<file path="src/rtl/uart_mmio_if.sv">
// Core data-bus port bundle for the uart_mmio peripheral.
interface uart_mmio_if;
   logic [31:0] adr;
   logic [31:0] writedata;
   logic [31:0] readdata;
   logic        memwrite;
   logic        memread;
   logic        sel;

   modport master (output adr, output writedata, output memwrite, output memread,
                   input readdata, input sel);
   modport slave  (input adr, input writedata, input memwrite, input memread,
                   output readdata, output sel);
endinterface

</file>
<file path="src/rtl/uart_mmio.sv">
// Memory-mapped UART: DATA/STATUS word registers, TX/RX byte FIFOs, 8N1 serial engines.
// Optional feature: define UART_MMIO_LOOPBACK_EN for the STATUS[8] internal loopback control.
module uart_mmio #(
   parameter int unsigned CLK_PER_HALF_BIT = 434,
   parameter int unsigned FIFO_DEPTH_LOG2  = 4,
   parameter logic [31:0] BASE_ADDR        = 32'h0000_3000
) (
   input  logic       clk,
   input  logic       rstn,
   uart_mmio_if.slave bus,
   output logic       txd,
   input  logic       rxd
);

   localparam int unsigned AW        = FIFO_DEPTH_LOG2;
   localparam int unsigned PW        = AW + 1;
   localparam int unsigned DEPTH     = 1 << AW;
   localparam int unsigned BIT_CYC   = 2 * CLK_PER_HALF_BIT;
   localparam int unsigned CNT_W     = $clog2(BIT_CYC);
   localparam logic [CNT_W-1:0] BIT_LAST  = CNT_W'(BIT_CYC - 1);
   localparam logic [CNT_W-1:0] HALF_LAST = CNT_W'(CLK_PER_HALF_BIT - 1);

   typedef enum logic [1:0] {S_IDLE, S_START, S_DATA, S_STOP} state_t;

   // Bus decode; a simultaneous write suppresses the read
   logic w_sel, w_wr, w_rd, w_wr_data, w_wr_stat, w_rd_data, w_rd_stat;
   assign w_sel     = (bus.adr[31:3] == BASE_ADDR[31:3]);
   assign bus.sel   = w_sel;
   assign w_wr      = w_sel & bus.memwrite;
   assign w_rd      = w_sel & bus.memread & ~bus.memwrite;
   assign w_wr_data = w_wr & ~bus.adr[2];
   assign w_wr_stat = w_wr &  bus.adr[2];
   assign w_rd_data = w_rd & ~bus.adr[2];
   assign w_rd_stat = w_rd &  bus.adr[2];

   logic w_unused;
   assign w_unused = &{1'b0, bus.adr[1:0], bus.writedata[31:8], w_wr_stat};

   // TX FIFO
   logic [7:0]    r_tx_mem [DEPTH];
   logic [PW-1:0] r_tx_wp, r_tx_rp;
   logic          w_tx_empty, w_tx_full, w_tx_push, w_tx_pop;
   logic [7:0]    w_tx_head;

   assign w_tx_empty = (r_tx_wp == r_tx_rp);
   assign w_tx_full  = (r_tx_wp[AW] != r_tx_rp[AW]) && (r_tx_wp[AW-1:0] == r_tx_rp[AW-1:0]);
   assign w_tx_push  = w_wr_data & (~w_tx_full | w_tx_pop);
   assign w_tx_head  = r_tx_mem[r_tx_rp[AW-1:0]];

   always_ff @(posedge clk) begin
      if (w_tx_push) r_tx_mem[r_tx_wp[AW-1:0]] <= bus.writedata[7:0];
   end

   always_ff @(posedge clk or negedge rstn) begin
      if (!rstn) begin
         r_tx_wp <= '0;
         r_tx_rp <= '0;
      end else begin
         if (w_tx_push) r_tx_wp <= r_tx_wp + PW'(1);
         if (w_tx_pop)  r_tx_rp <= r_tx_rp + PW'(1);
      end
   end

   // TX engine
   state_t           r_tx_state, w_tx_state_nxt;
   logic [CNT_W-1:0] r_tx_cnt, w_tx_cnt_nxt;
   logic [2:0]       r_tx_bit, w_tx_bit_nxt;
   logic [7:0]       r_tx_shift, w_tx_shift_nxt;
   logic             r_txd, w_txd_nxt;

   always_ff @(posedge clk or negedge rstn) begin
      if (!rstn) begin
         r_tx_state <= S_IDLE;
         r_tx_cnt   <= '0;
         r_tx_bit   <= '0;
         r_tx_shift <= '0;
         r_txd      <= 1'b1;
      end else begin
         r_tx_state <= w_tx_state_nxt;
         r_tx_cnt   <= w_tx_cnt_nxt;
         r_tx_bit   <= w_tx_bit_nxt;
         r_tx_shift <= w_tx_shift_nxt;
         r_txd      <= w_txd_nxt;
      end
   end

   always_comb begin
      w_tx_state_nxt = r_tx_state;
      w_tx_cnt_nxt   = r_tx_cnt + CNT_W'(1);
      w_tx_bit_nxt   = r_tx_bit;
      w_tx_shift_nxt = r_tx_shift;
      w_txd_nxt      = r_txd;
      w_tx_pop       = 1'b0;
      unique case (r_tx_state)
         S_IDLE: begin
            w_tx_cnt_nxt = '0;
            if (!w_tx_empty) begin
               w_tx_pop       = 1'b1;
               w_tx_state_nxt = S_START;
               w_tx_shift_nxt = w_tx_head;
               w_txd_nxt      = 1'b0;
            end
         end
         S_START: begin
            if (r_tx_cnt == BIT_LAST) begin
               w_tx_cnt_nxt   = '0;
               w_tx_bit_nxt   = '0;
               w_tx_state_nxt = S_DATA;
               w_txd_nxt      = r_tx_shift[0];
            end
         end
         S_DATA: begin
            if (r_tx_cnt == BIT_LAST) begin
               w_tx_cnt_nxt = '0;
               if (r_tx_bit == 3'd7) begin
                  w_tx_state_nxt = S_STOP;
                  w_txd_nxt      = 1'b1;
               end else begin
                  w_tx_bit_nxt   = r_tx_bit + 3'd1;
                  w_tx_shift_nxt = {1'b0, r_tx_shift[7:1]};
                  w_txd_nxt      = r_tx_shift[1];
               end
            end
         end
         S_STOP: begin
            if (r_tx_cnt == BIT_LAST) begin
               w_tx_cnt_nxt = '0;
               // Back-to-back frames skip IDLE entirely
               if (!w_tx_empty) begin
                  w_tx_pop       = 1'b1;
                  w_tx_state_nxt = S_START;
                  w_tx_shift_nxt = w_tx_head;
                  w_txd_nxt      = 1'b0;
               end else begin
                  w_tx_state_nxt = S_IDLE;
               end
            end
         end
         default: w_tx_state_nxt = S_IDLE;
      endcase
   end

   // Loopback control and serial line muxing
   logic w_rx_in;
`ifdef UART_MMIO_LOOPBACK_EN
   logic r_loop;
   always_ff @(posedge clk or negedge rstn) begin
      if (!rstn)          r_loop <= 1'b0;
      else if (w_wr_stat) r_loop <= bus.writedata[8];
   end
   assign w_rx_in = r_loop ? r_txd : rxd;
   assign txd     = r_txd | r_loop;
`else
   assign w_rx_in = rxd;
   assign txd     = r_txd;
`endif

   // RX synchroniser and falling-edge detect
   logic [1:0] r_rx_sync;
   logic       r_rx_prev, w_rx_s, w_rx_fall;
   always_ff @(posedge clk or negedge rstn) begin
      if (!rstn) begin
         r_rx_sync <= 2'b11;
         r_rx_prev <= 1'b1;
      end else begin
         r_rx_sync <= {r_rx_sync[0], w_rx_in};
         r_rx_prev <= r_rx_sync[1];
      end
   end
   assign w_rx_s    = r_rx_sync[1];
   assign w_rx_fall = r_rx_prev & ~w_rx_s;

   // RX engine
   state_t           r_rx_state, w_rx_state_nxt;
   logic [CNT_W-1:0] r_rx_cnt, w_rx_cnt_nxt;
   logic [2:0]       r_rx_bit, w_rx_bit_nxt;
   logic [7:0]       r_rx_shift, w_rx_shift_nxt;
   logic             w_rx_ok, w_rx_ferr;

   always_ff @(posedge clk or negedge rstn) begin
      if (!rstn) begin
         r_rx_state <= S_IDLE;
         r_rx_cnt   <= '0;
         r_rx_bit   <= '0;
         r_rx_shift <= '0;
      end else begin
         r_rx_state <= w_rx_state_nxt;
         r_rx_cnt   <= w_rx_cnt_nxt;
         r_rx_bit   <= w_rx_bit_nxt;
         r_rx_shift <= w_rx_shift_nxt;
      end
   end

   always_comb begin
      w_rx_state_nxt = r_rx_state;
      w_rx_cnt_nxt   = r_rx_cnt + CNT_W'(1);
      w_rx_bit_nxt   = r_rx_bit;
      w_rx_shift_nxt = r_rx_shift;
      w_rx_ok        = 1'b0;
      w_rx_ferr      = 1'b0;
      unique case (r_rx_state)
         S_IDLE: begin
            w_rx_cnt_nxt = '0;
            if (w_rx_fall) w_rx_state_nxt = S_START;
         end
         S_START: begin
            // Mid-start-bit re-sample rejects glitches
            if (r_rx_cnt == HALF_LAST) begin
               w_rx_cnt_nxt   = '0;
               w_rx_bit_nxt   = '0;
               w_rx_state_nxt = w_rx_s ? S_IDLE : S_DATA;
            end
         end
         S_DATA: begin
            if (r_rx_cnt == BIT_LAST) begin
               w_rx_cnt_nxt   = '0;
               w_rx_shift_nxt = {w_rx_s, r_rx_shift[7:1]};
               if (r_rx_bit == 3'd7) w_rx_state_nxt = S_STOP;
               else                  w_rx_bit_nxt   = r_rx_bit + 3'd1;
            end
         end
         S_STOP: begin
            if (r_rx_cnt == BIT_LAST) begin
               w_rx_cnt_nxt   = '0;
               w_rx_state_nxt = S_IDLE;
               w_rx_ok        = w_rx_s;
               w_rx_ferr      = ~w_rx_s;
            end
         end
         default: w_rx_state_nxt = S_IDLE;
      endcase
   end

   // RX FIFO
   logic [7:0]    r_rx_mem [DEPTH];
   logic [PW-1:0] r_rx_wp, r_rx_rp;
   logic          w_rx_empty, w_rx_full, w_rx_push, w_rx_pop, w_ovr_set;
   logic [7:0]    w_rx_head;

   assign w_rx_empty = (r_rx_wp == r_rx_rp);
   assign w_rx_full  = (r_rx_wp[AW] != r_rx_rp[AW]) && (r_rx_wp[AW-1:0] == r_rx_rp[AW-1:0]);
   assign w_rx_pop   = w_rd_data & ~w_rx_empty;
   assign w_rx_push  = w_rx_ok & (~w_rx_full | w_rx_pop);
   assign w_ovr_set  = w_rx_ok & w_rx_full & ~w_rx_pop;
   assign w_rx_head  = r_rx_mem[r_rx_rp[AW-1:0]];

   always_ff @(posedge clk) begin
      if (w_rx_push) r_rx_mem[r_rx_wp[AW-1:0]] <= r_rx_shift;
   end

   always_ff @(posedge clk or negedge rstn) begin
      if (!rstn) begin
         r_rx_wp <= '0;
         r_rx_rp <= '0;
      end else begin
         if (w_rx_push) r_rx_wp <= r_rx_wp + PW'(1);
         if (w_rx_pop)  r_rx_rp <= r_rx_rp + PW'(1);
      end
   end

   // Sticky error flags; a new event in the clearing cycle is kept
   logic r_ovr, r_ferr;
   always_ff @(posedge clk or negedge rstn) begin
      if (!rstn) begin
         r_ovr  <= 1'b0;
         r_ferr <= 1'b0;
      end else begin
         r_ovr  <= w_ovr_set | (r_ovr  & ~w_rd_stat);
         r_ferr <= w_rx_ferr | (r_ferr & ~w_rd_stat);
      end
   end

   // Read path
   logic [31:0] w_status, r_readdata;
   always_comb begin
      w_status    = '0;
      w_status[0] = ~w_rx_empty;
      w_status[1] = w_tx_full;
      w_status[2] = r_ovr;
      w_status[3] = r_ferr;
      w_status[4] = w_tx_empty & (r_tx_state == S_IDLE);
`ifdef UART_MMIO_LOOPBACK_EN
      w_status[8] = r_loop;
`endif
   end

   always_ff @(posedge clk or negedge rstn) begin
      if (!rstn) begin
         r_readdata <= '0;
      end else if (w_rd_stat) begin
         r_readdata <= w_status;
      end else if (w_rd_data) begin
         r_readdata <= w_rx_empty ? 32'd0 : {24'd0, w_rx_head};
      end
   end
   assign bus.readdata = r_readdata;

endmodule

</file>
<file path="src/flat_wrapper.sv">
// flat-port wrapper written by rule: the top's interface ports become plain ports
module uart_mmio_flat 
#(
   parameter int unsigned CLK_PER_HALF_BIT = 434,
   parameter int unsigned FIFO_DEPTH_LOG2  = 4,
   parameter logic [31:0] BASE_ADDR        = 32'h0000_3000
)
  (clk, rstn, txd, rxd, bus_adr, bus_writedata, bus_memwrite, bus_memread, bus_readdata, bus_sel);
  uart_mmio_if bus_i ();
  input  logic clk;
  input  logic rstn;
  output logic txd;
  input  logic rxd;
  input wire logic [$bits(bus_i.adr)-1:0] bus_adr;
  input wire logic [$bits(bus_i.writedata)-1:0] bus_writedata;
  input wire logic [$bits(bus_i.memwrite)-1:0] bus_memwrite;
  input wire logic [$bits(bus_i.memread)-1:0] bus_memread;
  output wire logic [$bits(bus_i.readdata)-1:0] bus_readdata;
  output wire logic [$bits(bus_i.sel)-1:0] bus_sel;
  assign bus_i.adr = bus_adr;
  assign bus_i.writedata = bus_writedata;
  assign bus_i.memwrite = bus_memwrite;
  assign bus_i.memread = bus_memread;
  assign bus_readdata = bus_i.readdata;
  assign bus_sel = bus_i.sel;
  uart_mmio #(.CLK_PER_HALF_BIT(CLK_PER_HALF_BIT), .FIFO_DEPTH_LOG2(FIFO_DEPTH_LOG2), .BASE_ADDR(BASE_ADDR)) u_core (.clk(clk), .rstn(rstn), .bus(bus_i), .txd(txd), .rxd(rxd));
endmodule
</file>
<file path="config.mk">
export PLATFORM = sky130hd
export DESIGN_NAME = uart_mmio_flat
export DESIGN_NICKNAME = d
export VERILOG_FILES = /design/src/rtl/uart_mmio_if.sv /design/src/rtl/uart_mmio.sv /design/src/flat_wrapper.sv
export SDC_FILE = /design/constraint.sdc
export NUM_CORES = 1
export LEC_CHECK = 0
export ABC_AREA = 0
export CAP_MARGIN = 20
export CORE_MARGIN = 2
export CORE_UTILIZATION = 40
export DETAILED_ROUTE_END_ITERATION = 6
export REMOVE_ABC_BUFFERS = 1
export SLEW_MARGIN = 20
export SYNTH_ARGS = -nofsm -noshare
export SYNTH_HDL_FRONTEND = slang
export SYNTH_SLANG_ARGS = --single-unit
</file>
<file path="constraint.sdc">
create_clock -name clk -period 8.1 [get_ports clk]
set_input_delay 1.62 -clock clk [delete_from_list [all_inputs] [get_ports clk]]
set_output_delay 1.62 -clock clk [all_outputs]
set_load 0.02 [all_outputs]
</file>
==> results.ini, run 1 <==
[setup_path]
start_kind=primary input
worstSetupStartpoint=bus_adr[7]
crit_required_ps=6480
path_depth=5
worstPathArrival_ps=3800
reg2reg_from=u_core.r_tx_cnt[0]
endpoint=bus_sel
r2r_cells=6
path_cells=clkdlybuf4s50_1 -> nor4_1 -> nand4_1 -> nor2_1 -> clkdlybuf4s50_1
cpMostUsedCell=clkdlybuf4s50_1
crit_family=simple AND/OR/NAND/NOR gates
criticalPathCategory=primary input to output port
critPathBufInv=2
crit_fanout=5
slowest_delay_ps=680
r2r_slack_ps=4870
critPathCaptureType=output port
r2r-end=u_core.r_tx_mem[11][3]
critPathSlowestCell=clkdlybuf4s50_1

[grt]
use_met1=0.221
busiest_layer=met2
grt_max_degree=70
grt_usage=0.158
grtUsageMet3=0.0300
grt_pass1_vias=7452
grt_first_pass_wirelength_mm=43.7
grt_overflow=0
antenna_found_initial=0
grtUsageMet2=0.253

[detailed_routing]
drc_errors=0
vias=7418
routed_wl_mm=28.6
initialDrtViolationCount=439
drtPass1Iterations=4
viasPerCell=5.24
routedWlPerCell_um=20.2
ant_nets=0

[yosys]
synth_cell_types=59
postSynthAreaPerCell_um2=16.4
synth_top_family_by_area=multiplexers
synth-compound-area-share=0.0403
synth_ff_type=edfxtp_1
synth_xor_area_frac=0.0258
seq_area_frac_synth=0.680
netlist_area_um2=14300
ys_ff_latch=336
synth_top_area_share=0.539
yosysTopAreaCell=edfxtp_1
yosys.area_share.simple=0.0733
synth-edff-count=256
synthAdderAreaFrac=0.0184
syn_inst=869
synth.area.top_cells=edfxtp_1 (54%), dfrtp_1 (13%), mux4_2 (8.5%), mux2i_1 (2.5%), mux2_2 (2.0%)
synthArstFlopShare=0.238
ys_warn_count=0
synth.area.mux_share=0.131

[cts]
cts_tree=done
clock_latency_ps=520
clk_path_buf_depth=3
cts_setup_buffers=0
clock-root-buffer=clkbuf_16
numCtsBuffers=37
cts.sinks=336
cts_hold_buf=0
path_clk_slew_ps=50
cts_max_level=2
cts_resized=0

[timing]
fin_setup_tns_ps=0
finalHoldViolations=0
setup_violations=0
rsz0062_at_grt=false
drv_slew=0
fmax_mhz=184
relSlewSlack=0.318
period_share=0.670
fin_crit_ps=5420
worstMarginPinSlew_ps=1020
clock_skew_ps=20.3
worst_slack_ps=2680

[power]
p_leak_nw=6.29
clkPwrFrac=0.462
power.density_nw_per_um2=217
p_int_mw=2.86
swShare=0.194
power_switching_mw=0.688
comb_power_share=0.017
ir_drop_uv=131
seq_power_share=0.521

[place]
hpwlAfterDp_mm=18.1
port_buffers=52
dp_slack_ps=2660
place_congestion=0.764

[job]
drv_cap=0

[floorplanning]
rows=69
core_um2=35300
die_width_um=193
design.die.area_um2=37200
io_pins=103
die_h_um=193
start_util=0.404

[run_status]
outcome=finished clean

[final_layout]
nNetsFinal=1016
multi_input_area_um2=4220
area_growth_pct=14.7
num-fill-cells=3031
drive_gt1_frac=0.164
num_antenna_cells=0
regArea_um2=9700

[worst_hold_path]
hold_path_class=register to register

==> how the worst min path moves through the flow <==
stage,depth (start not counted),start,end,slack (ps)
floorplan,0,u_core.r_rx_sync[0],u_core.r_rx_sync[1],350
global placement,0,u_core.r_rx_sync[0],u_core.r_rx_sync[1],350
detailed placement,0,u_core.r_rx_sync[0],u_core.r_rx_sync[1],350
CTS,0,u_core.r_rx_sync[0],u_core.r_rx_sync[1],360
global route,0,u_core.r_rx_sync[0],u_core.r_rx_sync[1],360
finish,0,u_core.r_rx_sync[0],u_core.r_rx_sync[1],360
==> layout by cell type (no fill, tap or decap), types with 8 or more instances in the layout <==
cell / instances
mux2i_1: 35
nand3_1: 23
xor2_1: 15
clkinv_1: 9
clkdlybuf4s50_1: 51
inv_1: 23
conb_1: 24
clkbuf_16: 39
mux2_2: 25
a22oi_1: 15
xnor2_1: 27
o211ai_1: 17
edfxtp_1: 256
o21ai_0: 14
dfrtp_1: 74
nor2_1: 41
and3_1: 33
buf_4: 8
mux4_2: 54
nand4_1: 8
clkbuf_1: 8
ha_1: 21
nand2_1: 26
nor2b_1: 12
==> synthesized netlist by cell type, drive strengths merged (7+ instances only) <==
cell	n
edfxtp	256
mux2	26
nor4	9
dfrtp	76
o21ai	14
xor2	15
inv	23
and3	33
a21oi	7
a22oi	15
mux2i	35
xnor2	27
mux4	54
nor3	9
o211ai	17
nor2	42
clkbuf	22
nand2	26
nand3	23
ha	21
nor2b	12
buf	42
nand4	8
==> cells by family after synthesis <==
| kind of cell | Yosys count |
|---|---|
| XOR/XNOR | 42 |
| flip-flops | 336 |
| AND/OR/NAND/NOR | 187 |
| adder cells (fa/ha/maj) | 21 |
| AO/OA/AOI/OAI | 80 |
| buffers and inverters | 87 |
| multiplexers | 115 |
| other | 1 |
==> metrics by stage <==
stage | instance area [µm²] | instances | utilization | hold slack, ps | total power [mW]
3_3_place_gp | 15100 | 1348 | 0.429 | 348 | 1.95
5_1_grt | 16300 | 1416 | 0.463 | 362 | 3.67
2_1_floorplan | 14000 | 828 | - | 345 | 1.90
6_report | 16300 | 1416 | 0.463 | 356 | 3.55
3_5_place_dp | 15100 | 1348 | 0.429 | 348 | 1.95
4_1_cts | 16300 | 1416 | 0.463 | 356 | 3.59
==> power groups by stage <==
stage | registers (mW) | logic, mW | clock network, mW
after floorplan | 1.89 | 0.0169 | 0
after global placement | 1.89 | 0.0594 | 0
after detailed placement | 1.89 | 0.0601 | 0
after CTS | 1.85 | 0.0602 | 1.68
after global routing | 1.85 | 0.0664 | 1.75
final | 1.85 | 0.0588 | 1.64
==> worst register-to-register path: stages (launching register included) <==
cell and delay [ps]:
dfrtp_1 380, ha_1 210, nor3b_1 490, nand4_1 220
a31oi_1 490, nand3_1 310, nor2b_1 760
==> layout make-up <==
| type | count | share of cell area |
|---|---|---|
| Inverter | 23 | 0.00528 |
| Clock inverter | 19 | 0.0102 |
| Multi-Input combinational cell | 469 | 0.258 |
| Timing Repair Buffer | 59 | 0.0349 |
| Clock buffer | 49 | 0.0632 |
| Sequential cell | 336 | 0.593 |
| Tap cell | 461 | 0.0353 |
==> per-layer routing <==
| metal | wire, µm | part of all wire |
|---|---|---|
| met5 | 0 | 0 |
| met4 | 449 | 0.016 |
| met3 | 1580 | 0.055 |
| met2 | 13400 | 0.47 |
| met1 | 13200 | 0.46 |
==> registers in the layout, indices dropped and copies added (netlist names), 3 cells and up, named ones only <==
signal	cells
u_core.r_rx_wp	5
u_core.r_tx_bit	3
u_core.r_tx_shift	8
u_core.r_rx_shift	8
u_core.r_tx_mem	128
u_core.r_tx_cnt	10
u_core.r_tx_rp	5
u_core.r_tx_wp	5
u_core.r_rx_mem	128
u_core.r_rx_cnt	10
u_core.r_rx_bit	3
u_core.bus.readdata	8
u_core.r_rx_rp	5
No activity file was read; power rests on OpenSTA's default activity.
==> inputs of run 2 (changes only) <==
- clock period: 8.1 -> 5.6 ns (I/O delays scaled with it)
==> run 2 against run 1 <==
  * Sequential cell count stayed put
  * Largest power group unchanged
  * Critical path type unchanged
  * Highest routed layer unchanged
  * Sequential power rose by 45%
  * Clock skew down 6.6 ps
  * Critical endpoint unchanged
==> results.ini, run 2 (synthesis results as in run 1) <==
[detailed_routing]
routed_wl_mm=28.9
drtPass1Iterations=4
drc_errors=0
initialDrtViolationCount=473
viasPerCell=5.24
vias=7431
ant_nets=0
routedWlPerCell_um=20.4

[timing]
relSlewSlack=0.358
fin_crit_ps=4400
holdWs_ps=355
period_share=0.785
finalHoldViolations=0
fin_setup_tns_ps=0
rsz0062_at_grt=false
worstMarginPinSlew_ps=960
worst_slack_ps=1200
setup_violations=0
drv_slew=0
clock_skew_ps=13.7
fmax_mhz=227

[cts]
cts_setup_buffers=0
clk_path_buf_depth=3
cts_max_level=2
clock_latency_ps=530
numCtsBuffers=36
path_clk_slew_ps=60
cts.sinks=336
cts_tree=done
clock-root-buffer=clkbuf_16
cts_hold_buf=0
cts_resized=0

[floorplanning]
start_util=0.404
io_pins=103
die_width_um=193
rows=69
die_h_um=193
core_um2=35300
design.die.area_um2=37200

[power]
seq_power_share=0.520
p_leak_nw=6.30
power_switching_mw=1.01
power.density_nw_per_um2=315
clkPwrFrac=0.464
comb_power_share=0.017
ir_drop_uv=251
total_power_mw=5.15
swShare=0.196
p_int_mw=4.14

[grt]
antenna_found_initial=0
use_met1=0.230
grtUsageMet2=0.248
grtUsageMet3=0.0315
grt_first_pass_wirelength_mm=44.7
busiest_layer=met2
grt_usage=0.161
grt_overflow=0
grt_max_degree=50
grt_pass1_vias=7539

[final_layout]
finalCoreUtilization=0.464
final_cell_mix=edfxtp_1 (256), dfrtp_1 (74), mux4_2 (54)
num-fill-cells=3042
area_growth_pct=14.9
design_area_um2=16400
instances_no_fill=1418
num_antenna_cells=0
layout_commonest_cell=edfxtp_1
drive_gt1_frac=0.171
nNetsFinal=1019

[setup_path]
criticalPathCategory=primary input to output port
crit_required_ps=4480
start_kind=primary input
worstPathArrival_ps=3280
crit_fanout=5
critPathCaptureType=output port

[place]
place_congestion=0.767
port_buffers=52
dp_slack_ps=1200
postPlaceCellArea_um2=15200
placed_cells=1352
hpwlAfterDp_mm=18.3

[run_status]
outcome=finished clean

[worst_hold_path]
hold_path_class=register to register

[job]
drv_cap=0

-- run 2: final timing paths --
check | start | to | slack [ps] | cells past startpoint
max in group asynchronous | rstn | u_core.r_tx_rp[0] | 4000 | 2
min | u_core.r_rx_sync[0] | u_core.r_rx_sync[1] | 360 | 0
max reg2reg | u_core.r_tx_cnt[0] | u_core.r_tx_mem[11][1] | 2310 | 6
min in group asynchronous | rstn | u_core.r_rx_bit[1] | 620 | 1
max | bus_adr[13] | bus_sel | 1200 | 5
min reg2reg | u_core.r_rx_sync[0] | u_core.r_rx_sync[1] | 360 | 0
-- run 2: area by class of cell --
| class | count | area, µm² | share of cell area |
|---|---|---|---|
| Inverter | 23 | 86.3 | 0.00527 |
| Clock buffer | 51 | 1040 | 0.0634 |
| Tap cell | 461 | 577 | 0.0352 |
| Timing Repair Buffer | 63 | 601 | 0.0367 |
| Sequential cell | 336 | 9700 | 0.592 |
| Clock inverter | 15 | 166 | 0.0102 |
| Multi-Input combinational cell | 469 | 4210 | 0.257 |
-- run 2: power groups by stage --
stage / Combinational [mW] / Clock (mW) / Sequential (mW)
final: 0.0853 / 2.39 / 2.68
after detailed placement: 0.0870 / 0 / 2.73
after global placement: 0.0857 / 0 / 2.73
after CTS: 0.0872 / 2.45 / 2.68
after floorplan: 0.0244 / 0 / 2.73
after global routing: 0.0960 / 2.56 / 2.68
-- run 2: worst max-delay path, cell delays in order --
cell,delay (ps)
clkdlybuf4s50_1,440
nor4bb_1,410
nand4_1,320
nor2_1,310
clkdlybuf4s50_1,670
-- run 2: layer usage --
metal  vias up  wire length, µm
li1       3431                -
met1      3793            13400
met2       163            13300
met3        44             1570
met4         0              619
met5         -                0
==> inputs of run 3 (changes only) <==
- clock period: 5.6 -> 4.5 ns (I/O delays scaled with it)
==> run 3 against run 2 <==
  * Critical path depth did not move
  * Non-clock buffer count rose by 5
  * Design area rose by 0.55%
  * Wire length fell by 0.54%
  * Global-route usage fell by 0.38 points
  * Critical endpoint unchanged
  * Worst hold slack improved by 4.4 ps
  * Combinational power rose by 24%
  * Setup slack got worse by 610 ps
  * Largest cell class unchanged
  * First-iteration DRC count rose by 18%
  * Sequential power rose by 24%
  * Sequential share of layout area fell by 0.32 points
==> results.ini, run 3 (synthesis results as in run 1) <==
[run_status]
outcome=finished clean

[timing]
fin_crit_ps=3910
relSlewSlack=0.383
clock_skew_ps=23.0
worstMarginPinSlew_ps=918
fmax_mhz=256
worst_slack_ps=593
rsz0062_at_grt=false
holdWs_ps=360
drv_slew=0
setup_violations=0
period_share=0.868
fin_setup_tns_ps=0
finalHoldViolations=0

[setup_path]
reg2reg_from=u_core.r_tx_cnt[0]
crit_required_ps=3600
critPathCaptureType=output port
start_kind=primary input
crit_fanout=5
r2r-end=u_core.r_tx_mem[12][6]
cpMostUsedCell=clkdlybuf4s50_1
critPathSlowestCell=clkdlybuf4s50_1
r2r_cells=6
endpoint=bus_sel
r2r_slack_ps=1300
path_cells=clkdlybuf4s50_1 -> nor4_1 -> nand4_1 -> nor2_1 -> clkdlybuf4s50_1
path_depth=5
slowest_delay_ps=680
worstSetupStartpoint=bus_adr[7]
criticalPathCategory=primary input to output port
worstPathArrival_ps=3010
crit_family=buffers and inverters
critPathBufInv=2

[floorplanning]
die_width_um=193
io_pins=103
design.die.area_um2=37200
die_h_um=193
start_util=0.404
core_um2=35300
rows=69

[detailed_routing]
routedWlPerCell_um=20.2
routed_wl_mm=28.7
initialDrtViolationCount=558
viasPerCell=5.25
vias=7476
ant_nets=0
drtPass1Iterations=7
drc_errors=0

[cts]
path_clk_slew_ps=50
clock_latency_ps=510
numCtsBuffers=37
cts_hold_buf=0
cts_resized=0
cts_setup_buffers=0
clk_path_buf_depth=3
cts_max_level=2
clock-root-buffer=clkbuf_16
cts.sinks=336
cts_tree=done

[final_layout]
finalCoreUtilization=0.466
layout_commonest_cell=edfxtp_1
design_area_um2=16500
instances_no_fill=1424
drive_gt1_frac=0.172
final_cell_mix=edfxtp_1 (256), dfrtp_1 (74), mux4_2 (54)
area_growth_pct=15.5
num_antenna_cells=0
nNetsFinal=1025

[place]
postPlaceCellArea_um2=15200
dp_slack_ps=524
hpwlAfterDp_mm=18.3
place_congestion=0.783
port_buffers=52
placed_cells=1357

[worst_hold_path]
hp-start=u_core.r_rx_sync[0]
hold_path_class=register to register

[grt]
grt_max_degree=62
grt_usage=0.157
grt_pass1_vias=7527
grt_overflow=0
grt_first_pass_wirelength_mm=43.9
antenna_found_initial=0

[power]
total_power_mw=6.50
ir_drop_uv=251
power.density_nw_per_um2=395
p_leak_nw=6.35

[job]
drv_cap=0

[run 3: cell count changes in the layout (fill, tap and decap cells not counted), sizes merged]
cell / change
clkinv: +1
clkbuf: +3
inv: -2
buf: +5
clkinvlp: -2
bufinv: +1
[run 3: layout make-up]
| type | count | area, µm² |
|---|---|---|
| inverters | 23 | 86.3 |
| flip-flops and latches | 336 | 9700 |
| repair buffers | 68 | 638 |
| well taps | 461 | 577 |
| fillers | 3030 | 18800 |
| clock buffers | 54 | 1080 |
| clock inverters | 13 | 176 |
| multi-input cells | 469 | 4210 |
[run 3: worst min path at each step]
stage	end	slack, ps	cells after the start
3_3_place_gp	u_core.r_rx_sync[1]	350	0
3_5_place_dp	u_core.r_rx_sync[1]	350	0
5_1_grt	u_core.r_rx_sync[1]	360	0
2_1_floorplan	u_core.r_rx_sync[1]	350	0
6_report	u_core.r_rx_sync[1]	360	0
4_1_cts	u_core.r_rx_sync[1]	360	0
[run 3: metal layers]
layer | vias up | routed length (µm) | global-route usage
met5 | - | 0 | 0
met1 | 3841 | 13300 | 0.225
met3 | 34 | 1410 | 0.0256
met2 | 170 | 13500 | 0.250
li1 | 3431 | - | -
met4 | 0 | 482 | 0.0402
[run 3: worst reg2reg max path, stage by stage (launching register included)]
cell and delay [ps]:
dfrtp_1 390, ha_1 210, nor3b_1 500, nand4_1 220, a31oi_1 490, and2_1 480, and3_1 540
[run 3: power breakdown]
group	internal (mW)	switching (mW)	total, mW
Sequential	3.33	0.00499	3.33
Clock	1.90	1.16	3.06
Combinational	0.0381	0.0679	0.106
Total	5.26	1.24	6.50
